[src/rtl/fan_ramp_scheduler_if.sv]
// Button-pulse inputs and fan command outputs of the ramp scheduler.
// ramp_state mirrors the ramp FSM state for observation.
interface fan_ramp_scheduler_if #(
    parameter int N = 12
);
    logic         speed_p;
    logic         timer_p;
    logic [N-1:0] duty;
    logic [2:0]   level;
    logic [2:0]   timer_led;
    logic         busy;
    logic [1:0]   ramp_state;

    // Pulses are single-cycle strobes sampled on posedge clk; outputs are registered state.
    modport master (
        output speed_p, timer_p,
        input  duty, level, timer_led, busy, ramp_state
    );
    modport slave (
        input  speed_p, timer_p,
        output duty, level, timer_led, busy, ramp_state
    );
endinterface

[src/rtl/fan_ramp_scheduler.sv]
// Fan speed level selector with rate-limited duty ramp and auto-off timer.
// Duty moves toward the level's target by at most RAMP_STEP per 1 ms tick.
module fan_ramp_scheduler #(
    parameter int SYS_FREQ         = 125,
    parameter int N                = 12,
    parameter int TICK_CYCLES      = SYS_FREQ * 1000,
    parameter int RAMP_STEP        = 64,
    parameter int TIMER_UNIT_TICKS = 60000
) (
    input  logic                 clk,
    input  logic                 reset_p,
    fan_ramp_scheduler_if.slave  bus
);
    localparam int TICK_W  = $clog2(TICK_CYCLES + 1);
    localparam int REM_MAX = 5 * TIMER_UNIT_TICKS;
    localparam int REM_W   = $clog2(REM_MAX + 1);

    typedef enum logic [1:0] {R_HOLD, R_UP, R_DOWN} ramp_state_t;
    typedef enum logic [1:0] {T_OFF, T_1, T_3, T_5} timer_mode_t;

    logic [TICK_W-1:0] r_tick_cnt;
    logic [2:0]        r_level;
    logic [N-1:0]      r_duty;
    ramp_state_t       r_state;
    timer_mode_t       r_mode;
    logic [REM_W-1:0]  r_remain;

    logic              w_tick;
    logic              w_expire;
    logic [N-1:0]      w_target;
    logic [N:0]        w_sum;
    logic [N-1:0]      w_up;
    logic [N-1:0]      w_gap;
    logic [N-1:0]      w_dn;
    ramp_state_t       w_state_nxt;
    logic [N-1:0]      w_duty_nxt;
    timer_mode_t       w_mode_nxt;
    logic [REM_W-1:0]  w_remain_nxt;
    logic [2:0]        w_level_nxt;

    assign w_tick = (r_tick_cnt == TICK_W'(TICK_CYCLES - 1));

    always_ff @(posedge clk or posedge reset_p) begin
        if (reset_p)     r_tick_cnt <= '0;
        else if (w_tick) r_tick_cnt <= '0;
        else             r_tick_cnt <= r_tick_cnt + 1'b1;
    end

    // N-bit wrap makes level 7 land exactly on full scale: 8<<(N-3) wraps to 0, minus 1.
    assign w_target = (r_level == 3'd0) ? '0
                    : ((N'(r_level) + N'(1)) << (N - 3)) - N'(1);

    assign w_sum = {1'b0, r_duty} + (N+1)'(RAMP_STEP);
    assign w_up  = (w_sum > {1'b0, w_target}) ? w_target : w_sum[N-1:0];
    assign w_gap = r_duty - w_target;
    assign w_dn  = (w_gap <= N'(RAMP_STEP)) ? w_target : r_duty - N'(RAMP_STEP);

    always_comb begin
        w_state_nxt = R_HOLD;
        w_duty_nxt  = r_duty;
        if (r_duty < w_target)      w_state_nxt = R_UP;
        else if (r_duty > w_target) w_state_nxt = R_DOWN;
        // The registered state lags a retarget by a cycle, so direction is re-checked here.
        if (w_tick) begin
            case (r_state)
                R_UP:    if (r_duty < w_target) w_duty_nxt = w_up;
                R_DOWN:  if (r_duty > w_target) w_duty_nxt = w_dn;
                default: w_duty_nxt = r_duty;
            endcase
        end
    end

    always_ff @(posedge clk or posedge reset_p) begin
        if (reset_p) begin
            r_state <= R_HOLD;
            r_duty  <= '0;
        end else begin
            r_state <= w_state_nxt;
            r_duty  <= w_duty_nxt;
        end
    end

    assign w_expire = (r_mode != T_OFF) && (r_level != 3'd0) && (r_remain == '0);

    always_comb begin
        w_level_nxt  = r_level;
        w_mode_nxt   = r_mode;
        w_remain_nxt = r_remain;
        if (w_expire) begin
            w_level_nxt  = 3'd0;
            w_mode_nxt   = T_OFF;
            w_remain_nxt = '0;
        end else begin
            if (bus.speed_p) w_level_nxt = r_level + 3'd1;
            if (bus.speed_p && r_level == 3'd7) begin
                w_mode_nxt   = T_OFF;
                w_remain_nxt = '0;
            end else if (bus.timer_p && r_level != 3'd0) begin
                case (r_mode)
                    T_OFF: begin w_mode_nxt = T_1;   w_remain_nxt = REM_W'(TIMER_UNIT_TICKS);     end
                    T_1:   begin w_mode_nxt = T_3;   w_remain_nxt = REM_W'(3 * TIMER_UNIT_TICKS); end
                    T_3:   begin w_mode_nxt = T_5;   w_remain_nxt = REM_W'(5 * TIMER_UNIT_TICKS); end
                    default: begin w_mode_nxt = T_OFF; w_remain_nxt = '0; end
                endcase
            end else if (w_tick && r_mode != T_OFF && r_level != 3'd0) begin
                w_remain_nxt = r_remain - 1'b1;
            end
        end
    end

    always_ff @(posedge clk or posedge reset_p) begin
        if (reset_p) begin
            r_level  <= 3'd0;
            r_mode   <= T_OFF;
            r_remain <= '0;
        end else begin
            r_level  <= w_level_nxt;
            r_mode   <= w_mode_nxt;
            r_remain <= w_remain_nxt;
        end
    end

    assign bus.duty       = r_duty;
    assign bus.level      = r_level;
    assign bus.busy       = (r_state != R_HOLD);
    assign bus.ramp_state = r_state;
    assign bus.timer_led  = (r_mode == T_1) ? 3'b001 :
                            (r_mode == T_3) ? 3'b010 :
                            (r_mode == T_5) ? 3'b100 : 3'b000;
endmodule
[src/flat_wrapper.sv]
// flat-port wrapper written by rule: the top's interface ports become plain ports
module fan_ramp_scheduler_flat 
#(
    parameter int SYS_FREQ         = 125,
    parameter int N                = 12,
    parameter int TICK_CYCLES      = SYS_FREQ * 1000,
    parameter int RAMP_STEP        = 64,
    parameter int TIMER_UNIT_TICKS = 60000
)
  (clk, reset_p, bus_speed_p, bus_timer_p, bus_duty, bus_level, bus_timer_led, bus_busy, bus_ramp_state);
  fan_ramp_scheduler_if #(.N(N)) bus_i ();
  input  logic clk;
  input  logic reset_p;
  input wire logic [$bits(bus_i.speed_p)-1:0] bus_speed_p;
  input wire logic [$bits(bus_i.timer_p)-1:0] bus_timer_p;
  output wire logic [$bits(bus_i.duty)-1:0] bus_duty;
  output wire logic [$bits(bus_i.level)-1:0] bus_level;
  output wire logic [$bits(bus_i.timer_led)-1:0] bus_timer_led;
  output wire logic [$bits(bus_i.busy)-1:0] bus_busy;
  output wire logic [$bits(bus_i.ramp_state)-1:0] bus_ramp_state;
  assign bus_i.speed_p = bus_speed_p;
  assign bus_i.timer_p = bus_timer_p;
  assign bus_duty = bus_i.duty;
  assign bus_level = bus_i.level;
  assign bus_timer_led = bus_i.timer_led;
  assign bus_busy = bus_i.busy;
  assign bus_ramp_state = bus_i.ramp_state;
  fan_ramp_scheduler #(.SYS_FREQ(SYS_FREQ), .N(N), .TICK_CYCLES(TICK_CYCLES), .RAMP_STEP(RAMP_STEP), .TIMER_UNIT_TICKS(TIMER_UNIT_TICKS)) u_core (.clk(clk), .reset_p(reset_p), .bus(bus_i));
endmodule
[config.mk]
export PLATFORM = sky130hd
export DESIGN_NAME = fan_ramp_scheduler_flat
export DESIGN_NICKNAME = d
export VERILOG_FILES = /design/src/rtl/fan_ramp_scheduler_if.sv /design/src/rtl/fan_ramp_scheduler.sv /design/src/flat_wrapper.sv
export SDC_FILE = /design/constraint.sdc
export NUM_CORES = 1
export LEC_CHECK = 0
export ABC_CLOCK_PERIOD_IN_PS = 3900
export CELL_PAD_IN_SITES_DETAIL_PLACEMENT = 0
export CELL_PAD_IN_SITES_GLOBAL_PLACEMENT = 1
export CORE_ASPECT_RATIO = 1.1
export CORE_MARGIN = 2
export CORE_UTILIZATION = 40
export DETAILED_ROUTE_END_ITERATION = 12
export GPL_TIMING_DRIVEN = 0
export PLACE_DENSITY = 0.81
export RECOVER_POWER = 50
export SLEW_MARGIN = 20
export SYNTH_ARGS = -nofsm -noshare
export SYNTH_HDL_FRONTEND = slang
export SYNTH_SLANG_ARGS = --single-unit
[constraint.sdc]
create_clock -name clk -period 3.9 [get_ports clk]
set_input_delay 1.17 -clock clk [delete_from_list [all_inputs] [get_ports clk]]
set_output_delay 1.17 -clock clk [all_outputs]
set_load 0.01 [all_outputs]
-- Word level (Yosys, flattened, before mapping)
Cells that the tools add are included.
- add/subtract/negate cells: 8
- order comparisons: 4
- equality and inequality tests: 9
- muxes and demuxes: 23
- reduce and logical (&&, ||, !) cells: 17
- operators with widths (operator ; number):
    19-bit 2-to-1 mux ; 4
    12-bit 2-to-1 mux ; 5
    19-bit one-hot mux with 3 select lines ; 1
    12-bit one-hot mux with 2 select lines ; 1
    19-bit logical NOT ; 1
    19-bit by 1-bit subtractor with 19-bit output (second input constant) ; 1
    17-bit by 1-bit adder with 17-bit output (second input constant) ; 1
    17-bit == test (second input constant) ; 1
    17-bit 2-to-1 mux ; 1
    3-bit 2-to-1 mux ; 5
    12-bit by 7-bit adder with 13-bit output (second input constant) ; 1
    13-bit by 12-bit > comparator with 1-bit output ; 1
    12-bit > comparator ; 1
    12-bit by 7-bit less-or-equal comparator with 1-bit output (second input constant) ; 1
    12-bit < comparator ; 1
    12-bit by 1-bit subtractor with 12-bit output (second input constant) ; 1
    12-bit subtractor ; 1
    12-bit by 7-bit subtractor with 12-bit output (second input constant) ; 1
    2-bit 2-to-1 mux ; 5
    2-bit nonzero test ; 4
    3-bit by 1-bit adder with 3-bit output (second input constant) ; 2
    2-bit == test (second input constant) ; 3
    1-bit logical AND ; 6
    2-bit one-hot mux with 3 select lines ; 1
    other kinds (8) ; 11
- register bits: 55
- input bits: 4
- output and inout port bits: 21
- word-level logic and storage cells: 67

-- Logic depth before layout (Yosys ltp)
- depth in word-level cells: 8
- mapped depth: 15

-- Least setup slack after synthesis
Ideal clock, no wire load.
- path kind: reg2reg
- from: register u_core.r_level[0] (netlist: u_core.bus.level[0])
- to: register u_core.r_duty[7] (netlist: u_core.bus.duty[7])
- library setup time: 0.120 ns
- arrival time: 3.891 ns
- slack: -0.111 ns
- cell stages (with the launch flop): 14
- buffers on the path: 1
- period minus slack after synthesis: 4.011 ns
- cells stage by stage: dfrtp_1 > inv_1 > ha_1 > nand2b_1 > clkbuf_1 > clkinv_1 > ha_1 > a21o_1 > and2_4 > or4_4 > a2111oi_4 > a31oi_1 > or3_1 > a31o_1
- longest elaborated chain between the ends: 8
- ends and longest elaborated chain (element ; RTL line ; source):
    from (decl) ; fan_ramp_scheduler.sv:22 ; logic [2:0] r_level;
    from (signal assigned) ; fan_ramp_scheduler.sv:117 ; r_level <= w_level_nxt;
    3-bit by 1-bit adder with 3-bit output ; fan_ramp_scheduler.sv:51 ; : ((N'(r_level) + N'(1)) << (N - 3)) - N'(1);
    12-bit by 1-bit subtractor with 12-bit output ; fan_ramp_scheduler.sv:51 ;
    12-bit 2-to-1 mux (*) ; fan_ramp_scheduler.sv:50 ; assign w_target = (r_level == 3'd0) ? '0
    12-bit subtractor ; fan_ramp_scheduler.sv:55 ; assign w_gap = r_duty - w_target;
    12-bit by 7-bit less-or-equal comparator with 1-bit output ; fan_ramp_scheduler.sv:56 ; assign w_dn = (w_gap <= N'(RAMP_STEP)) ? w_target : r_duty - N'(RAMP_STEP);
    12-bit 2-to-1 mux ; fan_ramp_scheduler.sv:56 ;
    12-bit 2-to-1 mux ; fan_ramp_scheduler.sv:67 ; R_DOWN: if (r_duty > w_target) w_duty_nxt = w_dn;
    12-bit one-hot mux with 2 select lines ; fan_ramp_scheduler.sv:65 ; case (r_state)
    to (signal assigned) ; fan_ramp_scheduler.sv:79 ; r_duty <= w_duty_nxt;
    to (decl) ; fan_ramp_scheduler.sv:23 ; logic [N-1:0] r_duty;
Every way passes the cells marked *; elsewhere a longest branch is shown, timed or not. The select of a mux whose other input is x is not followed.
A chain may end at the register's enable or synchronous reset.

-- Worst setup path after layout
Same ends and word-level chain as after synthesis.

==> results.json <==
{
  "status": "finished, final reports clean",
  "rr_worst_depth": 13,
  "synth_edf_count": 0,
  "fillCellCount": 879,
  "track_usage": 0.174,
  "synth_seq_area_share": 0.341,
  "netlist_area_um2": 3670,
  "cap_violations": 0,
  "cp_max_fo": 16,
  "synth_area_leader_cell": "dfrtp_1",
  "ys_top_cells_by_count": "dfrtp_1 (50), nor2_1 (46), ha_1 (33)",
  "dieArea_um2": 9950,
  "crit_type": "reg2reg",
  "nets": 477,
  "whs_ns": 0.499,
  "hold_depth": 1,
  "grt_pass1_vias": 2950,
  "worstMarginPinSlew_ns": 0.925,
  "cts_made_buffers": 5,
  "hp-class": "reg2reg",
  "routedWlPerCell_um": 14.6,
  "critical-path-top-delay-family": "simple AND/OR/NAND/NOR gates",
  "finalHoldViolCount": 0,
  "num_vias": 3031,
  "ir_drop_mv": 0.329,
  "antenna_cells": 0,
  "clk_latency_ns": 0.31,
  "io_buffers": 23,
  "ant_nets": 0,
  "dp_hpwl_um": 6140,
  "yosys-top-cells-area": "dfrtp_1 (34%), ha_1 (11%), xnor2_1 (5.7%)",
  "gp_congestion": 0.856,
  "critPathRequiredTime_ns": 4.11,
  "worstSetupEndpointType": "register",
  "grt_pass1_wl_um": 14000,
  "synth_fp_nets": 445,
  "worstPathCellList": "inv_1 -> ha_1 -> nand2b_2 -> clkinv_4 -> ha_1 -> a21o_1 -> and2_4 -> or4_4 -> a2111oi_4 -> buf_4 -> a31oi_1 -> or3_1 -> a31o_1",
  "first_pass_iters": 4,
  "totalWireLength_um": 8110,
  "synthArstFlopShare": 1.00,
  "slew_violations": 0,
  "synth-main-ff-cell": "dfrtp_1",
  "critical-path-slowest-cell": "or4_4",
  "cp.arrival_ns": 3.91,
  "syn_area_per_cell_um2": 8.99,
  "htreeDepth": 2,
  "ctsRootBufferMaster": "clkbuf_8",
  "grt_overflow": 0,
  "max_freq_ghz": 0.270,
  "ys_seq_elements": 50,
  "cts.hold.buffers_added": 0,
  "power_density_nw_per_um2": 523,
  "place_inst": 546,
  "rsz0062_at_grt": "false",
  "setup_violations": 0,
  "drive_gt1_frac": 0.0884,
  "grt_start_max_net_pins": 30,
  "p_leak_nw": 1.84,
  "setup_tns_ns": 0,
  "design_area_um2": 4180,
  "die_x_um": 95.3,
  "post-route-min-period_ns": 3.70,
  "synth_cell_types": 64,
  "max_slew_margin": 0.379,
  "placed_cell_area_um2": 4060,
  "cp_common_cell": "ha_1",
  "clkSinkCount": 50,
  "fp.coreArea_um2": 8870,
  "io_pins": 25,
  "slowest_delay_ns": 0.50,
  "die_h_um": 104,
  "drc_errors": 0,
  "skew_ns": 0.0152,
  "syn_inst": 408,
  "instances_no_fill": 555,
  "cts.clk_slew.worst_paths_ns": 0.10,
  "antenna_found_initial": 0,
  "crit_cells": 13,
  "crit_path_start_kind": "register",
  "area_growth_pct": 13.8,
  "worst-path-buf-inv": 3,
  "cts_tree": "done",
  "synth.top_cell.area_share": 0.341,
  "period_share": 0.949,
  "initial_core_util": 0.413,
  "yosysMostFrequentCell": "dfrtp_1",
  "cts.path.max_buffers": 2,
  "rows": 36,
  "drt_iter0_drc": 92,
  "ys_warn_count": 0,
  "viasPerCell": 5.46
}
-- stage by stage --
step / power [W] / utilization / setup WS (ns)
2_1_floorplan: 0.00151 / - / 0.0772
3_3_place_gp: 0.00180 / 0.456 / -0.575
3_5_place_dp: 0.00181 / 0.458 / -0.583
4_1_cts: 0.00218 / 0.471 / 0.0625
5_1_grt: 0.00237 / 0.471 / 0.0376
6_report: 0.00219 / 0.471 / 0.200
-- routing by layer --
metal / part of all wire / global-route usage / vias to the layer above
met5: 0 / 0 / -
met4: 0.019 / 0.0611 / 0
met3: 0.044 / 0.0326 / 12
met2: 0.46 / 0.266 / 73
met1: 0.47 / 0.243 / 1433
li1: - / - / 1513
-- final timing paths --
| check | start | slack (ns) | to |
|---|---|---|---|
| worst min register to register | u_core.r_tick_cnt[0]$_DFF_PP0_ | 0.50 | u_core.r_tick_cnt[0]$_DFF_PP0_ |
| worst max register to register | u_core.bus.level[0]$_DFFE_PP0P_ | 0.20 | u_core.bus.duty[7]$_DFFE_PP0P_ |
| min in group asynchronous | reset_p | 1.49 | u_core.r_tick_cnt[13]$_DFF_PP0_ |
| worst max-delay path | u_core.bus.level[0]$_DFFE_PP0P_ | 0.20 | u_core.bus.duty[7]$_DFFE_PP0P_ |
| max in group asynchronous | reset_p | 1.74 | u_core.r_remain[1]$_DFFE_PP0P_ |
| worst min-delay path | u_core.r_tick_cnt[0]$_DFF_PP0_ | 0.50 | u_core.r_tick_cnt[0]$_DFF_PP0_ |
-- timing repair --
action | CTS | global route
pin swaps | 1 | 0
gates resized for setup | 4 | 5
setup endpoints to repair | 7 | 6
setup buffers | 2 | 0
-- worst register-to-register path: stages (launching register included) --
cell and delay, ns:
dfrtp_2 0.46, inv_1 0.10, ha_1 0.21, nand2b_2 0.20, clkinv_4 0.19, ha_1 0.39, a21o_1 0.25, and2_4 0.18
or4_4 0.50, a2111oi_4 0.29, buf_4 0.20, a31oi_1 0.09, or3_1 0.32, a31o_1 0.22
-- report_power, final --
group	switching, W	internal (W)	leakage, nW
logic	0.000701	0.000459	1.15
clock network	0.000184	0.000127	0.0441
registers	0.0000996	0.000616	0.641
total	0.000985	0.00120	1.84
-- cell usage in the layout (no fill, tap or decap), types with 17 or more instances in the layout --
cell type / netlist / final
ha_1: 33 / 33
xor2_1: 17 / 17
nor2_1: 46 / 45
nand2_1: 26 / 26
clkdlybuf4s50_1: 0 / 22
inv_1: 21 / 21
nand3_1: 17 / 17
a21oi_1: 30 / 30
xnor2_1: 24 / 24
dfrtp_1: 50 / 49
-- kinds of logic after synthesis --
group / synth area share
AO/OA/AOI/OAI: 0.161
XOR/XNOR: 0.0979
adder cells (fa/ha/maj): 0.113
buffers and inverters: 0.0409
flip-flops: 0.341
multiplexers: 0.0194
AND/OR/NAND/NOR: 0.227
-- flip-flops by register name, indices dropped and copies added (netlist names) --
name                   count
u_core.r_remain           19
u_core.r_tick_cnt         17
u_core.bus.duty            7
u_core.bus.level           3
u_core.bus.ramp_state      2
u_core.r_mode              2
-- layout make-up --
| type | instances | area (um^2) | area share |
|---|---|---|---|
| inverters | 22 | 87.6 | 0.0210 |
| plain buffers | 12 | 63.8 | 0.0153 |
| repair buffers | 26 | 265 | 0.0635 |
| clock inverters | 3 | 21.3 | 0.00509 |
| clock buffers | 5 | 68.8 | 0.0165 |
| flip-flops and latches | 50 | 1250 | 0.300 |
| well taps | 114 | 143 | 0.0342 |
| multi-input cells | 323 | 2270 | 0.545 |
Note: power is estimated with default switching activity, not from simulation.
